File: src/rtl/vector_dump_reader.sv
// Captures one frame of VECTOR_LEN scaled samples, then streams it out
// over a valid/ready port while later frames are dropped and counted.
module vector_dump_reader #(
  parameter int DIN_WIDTH  = 64,
  parameter int VECTOR_LEN = 64,
  parameter int DOUT_WIDTH = 32,
  parameter int SHIFT      = 16,
  parameter     DATA_TYPE  = "signed"
) (
  input  logic                  clk,
  input  logic                  rst,
  input  logic                  sync,
  input  logic [DIN_WIDTH-1:0]  din,
  input  logic                  din_valid,
  output logic [DOUT_WIDTH-1:0] dout,
  output logic                  dout_valid,
  input  logic                  dout_ready,
  output logic                  dout_last,
  output logic                  overflow,
  output logic                  saturated,
  output logic [15:0]           frames_dropped
);

  localparam int AW = (VECTOR_LEN > 1) ? $clog2(VECTOR_LEN) : 1;
  localparam logic [AW-1:0] LAST = AW'(VECTOR_LEN - 1);
  localparam bit IS_SIGNED = (DATA_TYPE == "signed");

  localparam logic [1:0] IDLE    = 2'd0;
  localparam logic [1:0] CAPTURE = 2'd1;
  localparam logic [1:0] DRAIN   = 2'd2;

  logic [1:0]            state;
  logic [AW-1:0]         idx;
  logic [AW-1:0]         cur_idx;
  logic [AW-1:0]         rd_ptr;
  logic                  sync_pend;
  logic [DOUT_WIDTH-1:0] mem [VECTOR_LEN];
  logic [DOUT_WIDTH-1:0] scaled;
  logic                  clip;
  logic                  is_first;
  logic                  is_last_in;
  logic                  wr_en;
  logic                  xfer;

  generate
    if (DOUT_WIDTH < DIN_WIDTH) begin : g_narrow
      if (IS_SIGNED) begin : g_s
        logic signed [DIN_WIDTH-1:0]    sh;
        logic [DIN_WIDTH-DOUT_WIDTH:0] top;
        assign sh  = $signed(din) >>> SHIFT;
        assign top = sh[DIN_WIDTH-1:DOUT_WIDTH-1];
        // in range only if all bits above the output sign bit match it
        assign clip = !((&top) || !(|top));
        assign scaled = !clip ? sh[DOUT_WIDTH-1:0] :
          top[DIN_WIDTH-DOUT_WIDTH] ?
            {1'b1, {(DOUT_WIDTH-1){1'b0}}} :
            {1'b0, {(DOUT_WIDTH-1){1'b1}}};
      end else begin : g_u
        logic [DIN_WIDTH-1:0] sh;
        assign sh     = din >> SHIFT;
        assign clip   = |sh[DIN_WIDTH-1:DOUT_WIDTH];
        assign scaled = clip ? '1 : sh[DOUT_WIDTH-1:0];
      end
    end else begin : g_wide
      if (IS_SIGNED) begin : g_s
        logic signed [DIN_WIDTH-1:0] sh;
        assign sh     = $signed(din) >>> SHIFT;
        assign scaled = DOUT_WIDTH'(sh);
      end else begin : g_u
        logic [DIN_WIDTH-1:0] sh;
        assign sh     = din >> SHIFT;
        assign scaled = DOUT_WIDTH'(sh);
      end
      assign clip = 1'b0;
    end
  endgenerate

  assign cur_idx    = (sync || sync_pend) ? '0 : idx;
  assign is_first   = din_valid && (cur_idx == '0);
  assign is_last_in = din_valid && (cur_idx == LAST);
  assign xfer       = dout_valid && dout_ready;
  assign wr_en      = din_valid &&
    ((state == CAPTURE) || ((state == IDLE) && (cur_idx == '0)));

  always_ff @(posedge clk) begin
    if (wr_en) mem[cur_idx] <= scaled;
  end

  always_ff @(posedge clk) begin
    if (rst) begin
      state          <= IDLE;
      idx            <= '0;
      sync_pend      <= 1'b0;
      rd_ptr         <= '0;
      dout           <= '0;
      dout_valid     <= 1'b0;
      dout_last      <= 1'b0;
      overflow       <= 1'b0;
      saturated      <= 1'b0;
      frames_dropped <= '0;
    end else begin
      if (din_valid) begin
        idx       <= cur_idx + 1'b1;
        sync_pend <= 1'b0;
      end else if (sync) begin
        sync_pend <= 1'b1;
      end
      if (wr_en && clip) saturated <= 1'b1;
      unique case (state)
        IDLE: begin
          if (is_first) state <= CAPTURE;
        end
        CAPTURE: begin
          // sync with a sample restarts at slot 0; without one, abort
          if (sync && !din_valid) begin
            state <= IDLE;
          end else if (is_last_in) begin
            state      <= DRAIN;
            dout       <= mem[0];
            dout_valid <= 1'b1;
            dout_last  <= 1'b0;
            rd_ptr     <= AW'(1);
          end
        end
        DRAIN: begin
          if (is_first) begin
            overflow <= 1'b1;
            if (frames_dropped != 16'hFFFF)
              frames_dropped <= frames_dropped + 16'd1;
          end
          if (xfer) begin
            if (dout_last) begin
              dout_valid <= 1'b0;
              dout_last  <= 1'b0;
              state      <= IDLE;
            end else begin
              dout      <= mem[rd_ptr];
              dout_last <= (rd_ptr == LAST);
              rd_ptr    <= rd_ptr + 1'b1;
            end
          end
        end
        default: state <= IDLE;
      endcase
    end
  end

endmodule

File: config.mk
export PLATFORM = sky130hd
export DESIGN_NAME = vector_dump_reader
export DESIGN_NICKNAME = d
export VERILOG_FILES = /design/src/rtl/vector_dump_reader.sv
export SDC_FILE = /design/constraint.sdc
export NUM_CORES = 2
export LEC_CHECK = 0
export BUFFER_PORTS_ARGS = -buffer_cell sky130_fd_sc_hd__buf_2
export CORE_MARGIN = 1.5
export CORE_UTILIZATION = 50
export DETAILED_ROUTE_END_ITERATION = 10
export GPL_ROUTABILITY_DRIVEN = 0
export HOLD_SLACK_MARGIN = 0.05
export PLACE_DENSITY = 0.72
export SYNTH_ARGS = -nofsm -noshare
export SYNTH_HDL_FRONTEND = slang
export SYNTH_SLANG_ARGS = --single-unit
File: constraint.sdc
create_clock -name clk -period 4.1 [get_ports clk]
set_input_delay 0.205 -clock clk [delete_from_list [all_inputs] [get_ports clk]]
set_output_delay 0.205 -clock clk [all_outputs]
set_load 0.01 [all_outputs]
# ---- Word-level counts from Yosys, hierarchy flattened
# Memories as Yosys holds them, arrays and structs flattened. A register that Yosys moved wholly into a read port is not among the register bits.
# Cells that the tools add are included.
dict set report word_totals {
  ff_bits 67
  mem_bits_rw 2048
  latchBits 0
  mem_count 1
  romBits 0
}
# name words width read_ports rd_ports_with_merged_regs wr line_no
set memory_table {}
lappend memory_table {mem 64 32 2 1 1 37} ;# logic [DOUT_WIDTH-1:0] mem [VECTOR_LEN];
dict set report classes {
  div_mod_pow 0
  eq_ne 12
  n_mux 33
  n_bitwise 0
  shifts 0
  multipliers 0
  add_sub_neg 3
  reduce_logical 25
  n_lt_le_gt_ge 0
}
# op n
set ops {}
lappend ops {{32-bit 2-to-1 mux} 6}
lappend ops {{32-bit one-hot mux with 2 select lines} 1}
lappend ops {{6-bit 2-to-1 mux} 7}
lappend ops {{17-bit AND reduction} 1}
lappend ops {{17-bit OR reduction} 1}
lappend ops {{16-bit by 1-bit adder with 16-bit output (second input constant)} 1}
lappend ops {{16-bit != test (second input constant)} 1}
lappend ops {{6-bit by 1-bit adder with 6-bit output (second input constant)} 2}
lappend ops {{6-bit == test (second input constant)} 2}
lappend ops {{2-bit != test (second input constant)} 6}
lappend ops {{6-bit one-hot mux with 2 select lines} 1}
lappend ops {{1-bit 2-to-1 mux} 10}
lappend ops {{2-bit 2-to-1 mux} 5}
lappend ops {{5-bit AND reduction} 2}
lappend ops {{4-bit AND reduction} 2}
lappend ops {{1-bit logical AND} 7}
lappend ops {{6-bit logical NOT} 1}
lappend ops {{2-bit one-hot mux with 3 select lines} 1}
lappend ops {{1-bit one-hot mux with 2 select lines} 2}
lappend ops {{1-bit logical NOT} 3}
lappend ops {{1-bit logical OR} 3}
lappend ops {{3-bit by 2-bit != test with 1-bit output (second input constant)} 1}
lappend ops {{3-bit AND reduction} 1}
lappend ops {{2-bit by 1-bit == test with 1-bit output (second input constant)} 1}
lappend ops {{other kinds (5)} 5}

# ---- Logic depth before layout (Yosys ltp)
dict set report depth {
  depth_word 9
  ltp_mapped 11
  mapped_depth_nobuf 9
}

# ---- Worst setup path after synthesis
# OpenSTA, ideal clock, no wires.
dict set report synth_path {
  kind {reg-to-reg}
  from {reg idx[0]}
  to {mem mem[41][0] (enable)}
  path_slack_ps 533
  arrival_time_ps 3146
  stages_incl_launch_ff 9
  path_buffers 1
  synth_period_minus_slack_ps 3567
  cell_sequence {dfxtp_1 -> buf_1 -> and2_1 -> inv_1 -> ha_1 -> o211ai_1 -> a21oi_1 -> nand4_1 -> nor2_1}
}
dict set report synth_between {
  elab_chain_len 7
}
# element line_no
set synth_lines {}
lappend synth_lines {{start, declared} 33} ;# logic [AW-1:0] idx;
lappend synth_lines {{start signal, assigned} 103} ;# idx <= cur_idx + 1'b1;
lappend synth_lines {{6-bit 2-to-1 mux *} 78} ;# assign cur_idx = (sync || sync_pend) ? '0 : idx;
lappend synth_lines {{6-bit logical NOT} 83} ;# ((state == CAPTURE) || ((state == IDLE) && (cur_idx == '0)));
lappend synth_lines {{1-bit logical AND} 83}
lappend synth_lines {{1-bit logical OR} 83}
lappend synth_lines {{1-bit logical AND} 82} ;# assign wr_en = din_valid &&
lappend synth_lines {{1-bit 2-to-1 mux} 86} ;# if (wr_en) mem[cur_idx] <= scaled;
lappend synth_lines {{1-bit 2-to-1 mux (not written as such)} 86}
lappend synth_lines {{end, declared} 37}
# Mark *: on every way between the ends. The rest lies on a longest branch, timed or not.

# ---- Worst setup path in the final report
dict set report layout_path {
  from {reg sync_pend}
  to {mem mem[63][22] (enable)}
}
dict set report layout_between {
  elab_chain_len 8
}
# element line_no
set layout_lines {}
lappend layout_lines {{start, declared} 36} ;# logic sync_pend;
lappend layout_lines {{start signal, assigned} 93} ;# sync_pend <= 1'b0;
lappend layout_lines {{start signal, assigned} 104} ;# sync_pend <= 1'b0;
lappend layout_lines {{start signal, assigned} 106} ;# sync_pend <= 1'b1;
lappend layout_lines {{1-bit logical OR *} 78}
lappend layout_lines {{6-bit 2-to-1 mux *} 78}
lappend layout_lines {{6-bit logical NOT} 83}
lappend layout_lines {{1-bit logical AND} 83}
lappend layout_lines {{1-bit logical OR} 83}
lappend layout_lines {{1-bit logical AND} 82}
lappend layout_lines {{1-bit 2-to-1 mux} 86}
lappend layout_lines {{1-bit 2-to-1 mux (not written as such)} 86}
# Marked as above.

==> run summary <==
* 0.0609% — fraction of the mapped netlist area in adder cells
* 32.2 um — average detailed-routed wire length per instance
* 76.7% — sequential element share of the synthesized area
* 3.77 ns — WP data arrival
* 82,100 um^2 — synthesized area
* 215,000 um — post-detailed-routing wire length
* 408 um — Die Span X
* 0.0107% — Synth Area in XOR/XNOR
* input pin to flop — worst hold-check path type
* flop — startpoint types
* no — unrepaired setup endpoints after global routing
* 88 — largest net degree at the start of global routing
* 0 — sum of overflow across all layers after global routing
* 320 uV — VDD IR max
* 43,400 — total vias in the final route
* 4,041 — Cells after Synth
* 117,000 um — half-perimeter wire length of the detailed placement result
* 0 — maximum capacitance violations
* 63 — number of distinct library cell variants in the gate-level netlist after synthesis
* 13.8% — layout overhead on the synthesized area
* 2,121 — CTS sink count
* 0 — count of nets left with antenna violations after detail routing
* 6,220 — detailed router's first-iteration violation count
* flop — capturing element type of the critical path
* 17 — top fanout value on the critical path
* 20.3 um^2 — synthesized area divided by synthesized cell count
* 0 — final hold vios
* 0 ns — Total Neg Setup Slack
* sky130_fd_sc_hd__edfxtp_1 — cell taking the most area after synthesis
* 104 — I/O Buffers
* 4.34% — synthesized-area fraction occupied by ao, oa, aoi and oai cells
* 4.58 ns — data required time at the worst endpoint
* sky130_fd_sc_hd__edfxtp_1 75%, sky130_fd_sc_hd__mux4_2 11%, sky130_fd_sc_hd__mux2i_1 2.8%, sky130_fd_sc_hd__dfxtp_1 1.8%, sky130_fd_sc_hd__mux2_2 0.93% — leading cell types by total area after synthesis
* 74.9% — share of the synthesized area in the top cell type
* 0.0282 uW — Leak Pwr
* 25.8% — global router's overall resource usage
* 167,000 um^2 — Die Outline Area
* 0.0287 ns — clk_skew
* 4 — initial antenna violation count
* 121 — number of primary I/O pins
* 0% — proportion of register bits with asynchronous set or reset after synthesis
* 4,405 — number of nets at the end of the flow
* 40.4% — met2 Track Usage GR
* 5.31% — met3 demand-to-capacity share in global routing
* 454 nW/um^2 — P per Cell Area
* 2,121 — post-synthesis sequential element count
* sky130_fd_sc_hd__edfxtp_1 — primary flip-flop cell chosen by synthesis mapping
* 50.4% — starting density of the core
* 80.4% — share of the clock period used by the worst path after layout
* finished, final reports clean — run status
* 303 MHz — Max Fclk
* 57.4% — Finished Core Util
* 0.83 ns — clock insertion delay at the later pin of the skew report
* multiplexers — combinational family with the most area after synthesis
* 2,048 — number of flops mapped to enable cells by yosys
* sky130_fd_sc_hd__clkbuf_16 — clock tree root driver cell
* 1.18 ns — worst slew pin tran
* 35.8% — routing usage on met1
* 20.5% — worst slew margin relative to its limit
* 4 — total number of H-tree levels
* 0.120 ns — final hold slack
* 4,114 — net count of the mapped netlist
* 163,000 um^2 — Core Footprint
* 27.4% — share of final-layout standard cells stronger than drive strength 1
* 0.06 ns — Reg clk slew, reported paths
* 42,700 — vias in the first global route
* 2.66% — simple-gate area share of the yosys netlist
* 0 — remaining routing DRC violations
* 0 — Yosys Warn Count
* 3 — Max Root-Sink Buffers
* done — TritonCTS clock tree
* 408 um — DIE HEIGHT
* met2 — Top Usage Layer GRT
* 0 — Final setup viols
* 148 — std cell rows
* 6.50 — detail-routed via count per cell
* 0 — Slew Viols, Final
* 11,700 — number of inserted filler cells in the final layout
* 194 — clock buffers created by TritonCTS
* 0 — postcts setup bufs
* flop to flop — type of the worst setup path
* 6 — DRT Pass-1 Iters
* 3.30 ns — final critical delay including setup and external delays
* 307,000 um — wire length of the first global-routing pass
* 14.8% — multiplexer fraction of the synthesized cell area
[state kept, by name, indices dropped and copies added, names as in the netlist, named ones only]
signal          flops
state               2
dout               32
frames_dropped     16
idx                 6
saturated           1
overflow            1
dout_last           1
mem              2048
sync_pend           1
dout_valid          1
rd_ptr              6
[cells in the mapped netlist (all sizes together), types with 24 or more instances]
cell and instances:
edfxtp 2048, mux4 406, mux2i 228, clkbuf 135, nand2 126, buf 113, o22ai 110, nor2 98
a211oi 82, dfxtp 73, mux2 68, o21ai 68, nand3 67, a21oi 59, a22oi 37, nand4 37
o211ai 32, a21o 31, a41o 25, a2bb2oi 24
[worst max-delay path: stages (launching register included)]
cell and delay, ns:
sky130_fd_sc_hd__dfxtp_1 0.34, sky130_fd_sc_hd__nor2_1 0.14, sky130_fd_sc_hd__and2_1 0.22, sky130_fd_sc_hd__inv_1 0.08
sky130_fd_sc_hd__ha_1 0.17, sky130_fd_sc_hd__o211ai_1 0.14, sky130_fd_sc_hd__a21oi_1 0.18, sky130_fd_sc_hd__buf_4 0.21
sky130_fd_sc_hd__nand2_1 0.17, sky130_fd_sc_hd__buf_4 0.26, sky130_fd_sc_hd__nor2_4 0.59, sky130_fd_sc_hd__buf_4 0.43
[final timing paths]
kind / end / slack [ns] / depth (start not counted) / startpoint
setup / recovery: mem[63][22] / 0.80 / 11 / sync_pend
hold / removal: mem[47][14] / 0.12 / 3 / din[30]
setup reg to reg: mem[63][22] / 0.80 / 11 / sync_pend
hold reg to reg: overflow / 0.49 / 2 / overflow
[kinds of logic (layout without fill, tap and decap cells)]
group	after synthesis	in the layout
flip-flops	2121	2121
multiplexers	702	702
AO/OA/AOI/OAI	505	505
AND/OR/NAND/NOR	444	444
buffers and inverters	264	714
adder cells (fa/ha/maj)	4	4
XOR/XNOR	1	1
other	0	4
[layer usage]
metal,share of wire [%],wire (um),up-vias
li1,-,-,17500
met1,37,80300,22800
met2,47,100000,2721
met3,11,24100,396
met4,4.7,10200,0
met5,0,0,-
[per-stage QoR]
step / total power (uW) / cells / setup WS [ns] / cell area (um^2)
final: 42500 / 6670 / 0.804 / 93500
after global routing: 43500 / 6666 / 0.647 / 93500
after CTS: 42600 / 6666 / 0.831 / 93500
after detailed placement: 24900 / 6299 / 0.798 / 87000
after global placement: 24900 / 6299 / 0.772 / 87000
after floorplan: 24500 / 4041 / 0.533 / 82100
[area by class of cell]
type | count | area [um^2] | share of cell area (%)
Clock buffer | 234 | 5090 | 5.44
Timing Repair Buffer | 343 | 2820 | 3.02
Clock inverter | 121 | 1220 | 1.31
Antenna cell | 4 | 10.0 | 0.0107
Multi-Input combinational cell | 1656 | 18600 | 19.9
Inverter | 16 | 60.1 | 0.0643
Sequential cell | 2121 | 63000 | 67.4
Tap cell | 2175 | 2720 | 2.91
[where the power goes]
part	switching [uW]	internal, uW	total, uW
combinational	543	137	681
clock	7770	10200	18000
sequential	19.9	23800	23800
total	8330	34100	42500
[timing repair]
action / CTS / global route
setup endpoints to repair: 0 / 0
hold buffers: 12 / 0
gates resized for setup: 0 / 0
endpoints found under the hold margin: 147 / 0
[cells in the final DEF, fill, tap and decap left out, types with 13 or more instances in the layout]
master                      count
sky130_fd_sc_hd__o22ai_1      110
sky130_fd_sc_hd__a211oi_1      82
sky130_fd_sc_hd__o21ai_0       67
sky130_fd_sc_hd__a2bb2oi_1     24
sky130_fd_sc_hd__mux2i_1      228
sky130_fd_sc_hd__buf_12        38
sky130_fd_sc_hd__a2111oi_0     13
sky130_fd_sc_hd__buf_4        189
sky130_fd_sc_hd__mux4_2       406
sky130_fd_sc_hd__mux2_2        68
sky130_fd_sc_hd__a21oi_1       59
sky130_fd_sc_hd__a22oi_1       37
sky130_fd_sc_hd__dfxtp_1       69
sky130_fd_sc_hd__buf_2        104
sky130_fd_sc_hd__clkinv_1      40
sky130_fd_sc_hd__inv_1         15
sky130_fd_sc_hd__o211ai_2      20
sky130_fd_sc_hd__or3_1         14
sky130_fd_sc_hd__a41o_1        25
sky130_fd_sc_hd__edfxtp_1    2048
sky130_fd_sc_hd__clkbuf_16    197
sky130_fd_sc_hd__clkinv_2      33
sky130_fd_sc_hd__nand3_1       67
sky130_fd_sc_hd__nor3_1        19
sky130_fd_sc_hd__clkbuf_1      35
sky130_fd_sc_hd__bufinv_16     22
sky130_fd_sc_hd__a21o_2        31
sky130_fd_sc_hd__nor2_4        64
sky130_fd_sc_hd__nand2_1      125
sky130_fd_sc_hd__nand4_1       37
sky130_fd_sc_hd__nor2_1        32
Note: power is estimated with default switching activity, not from simulation.
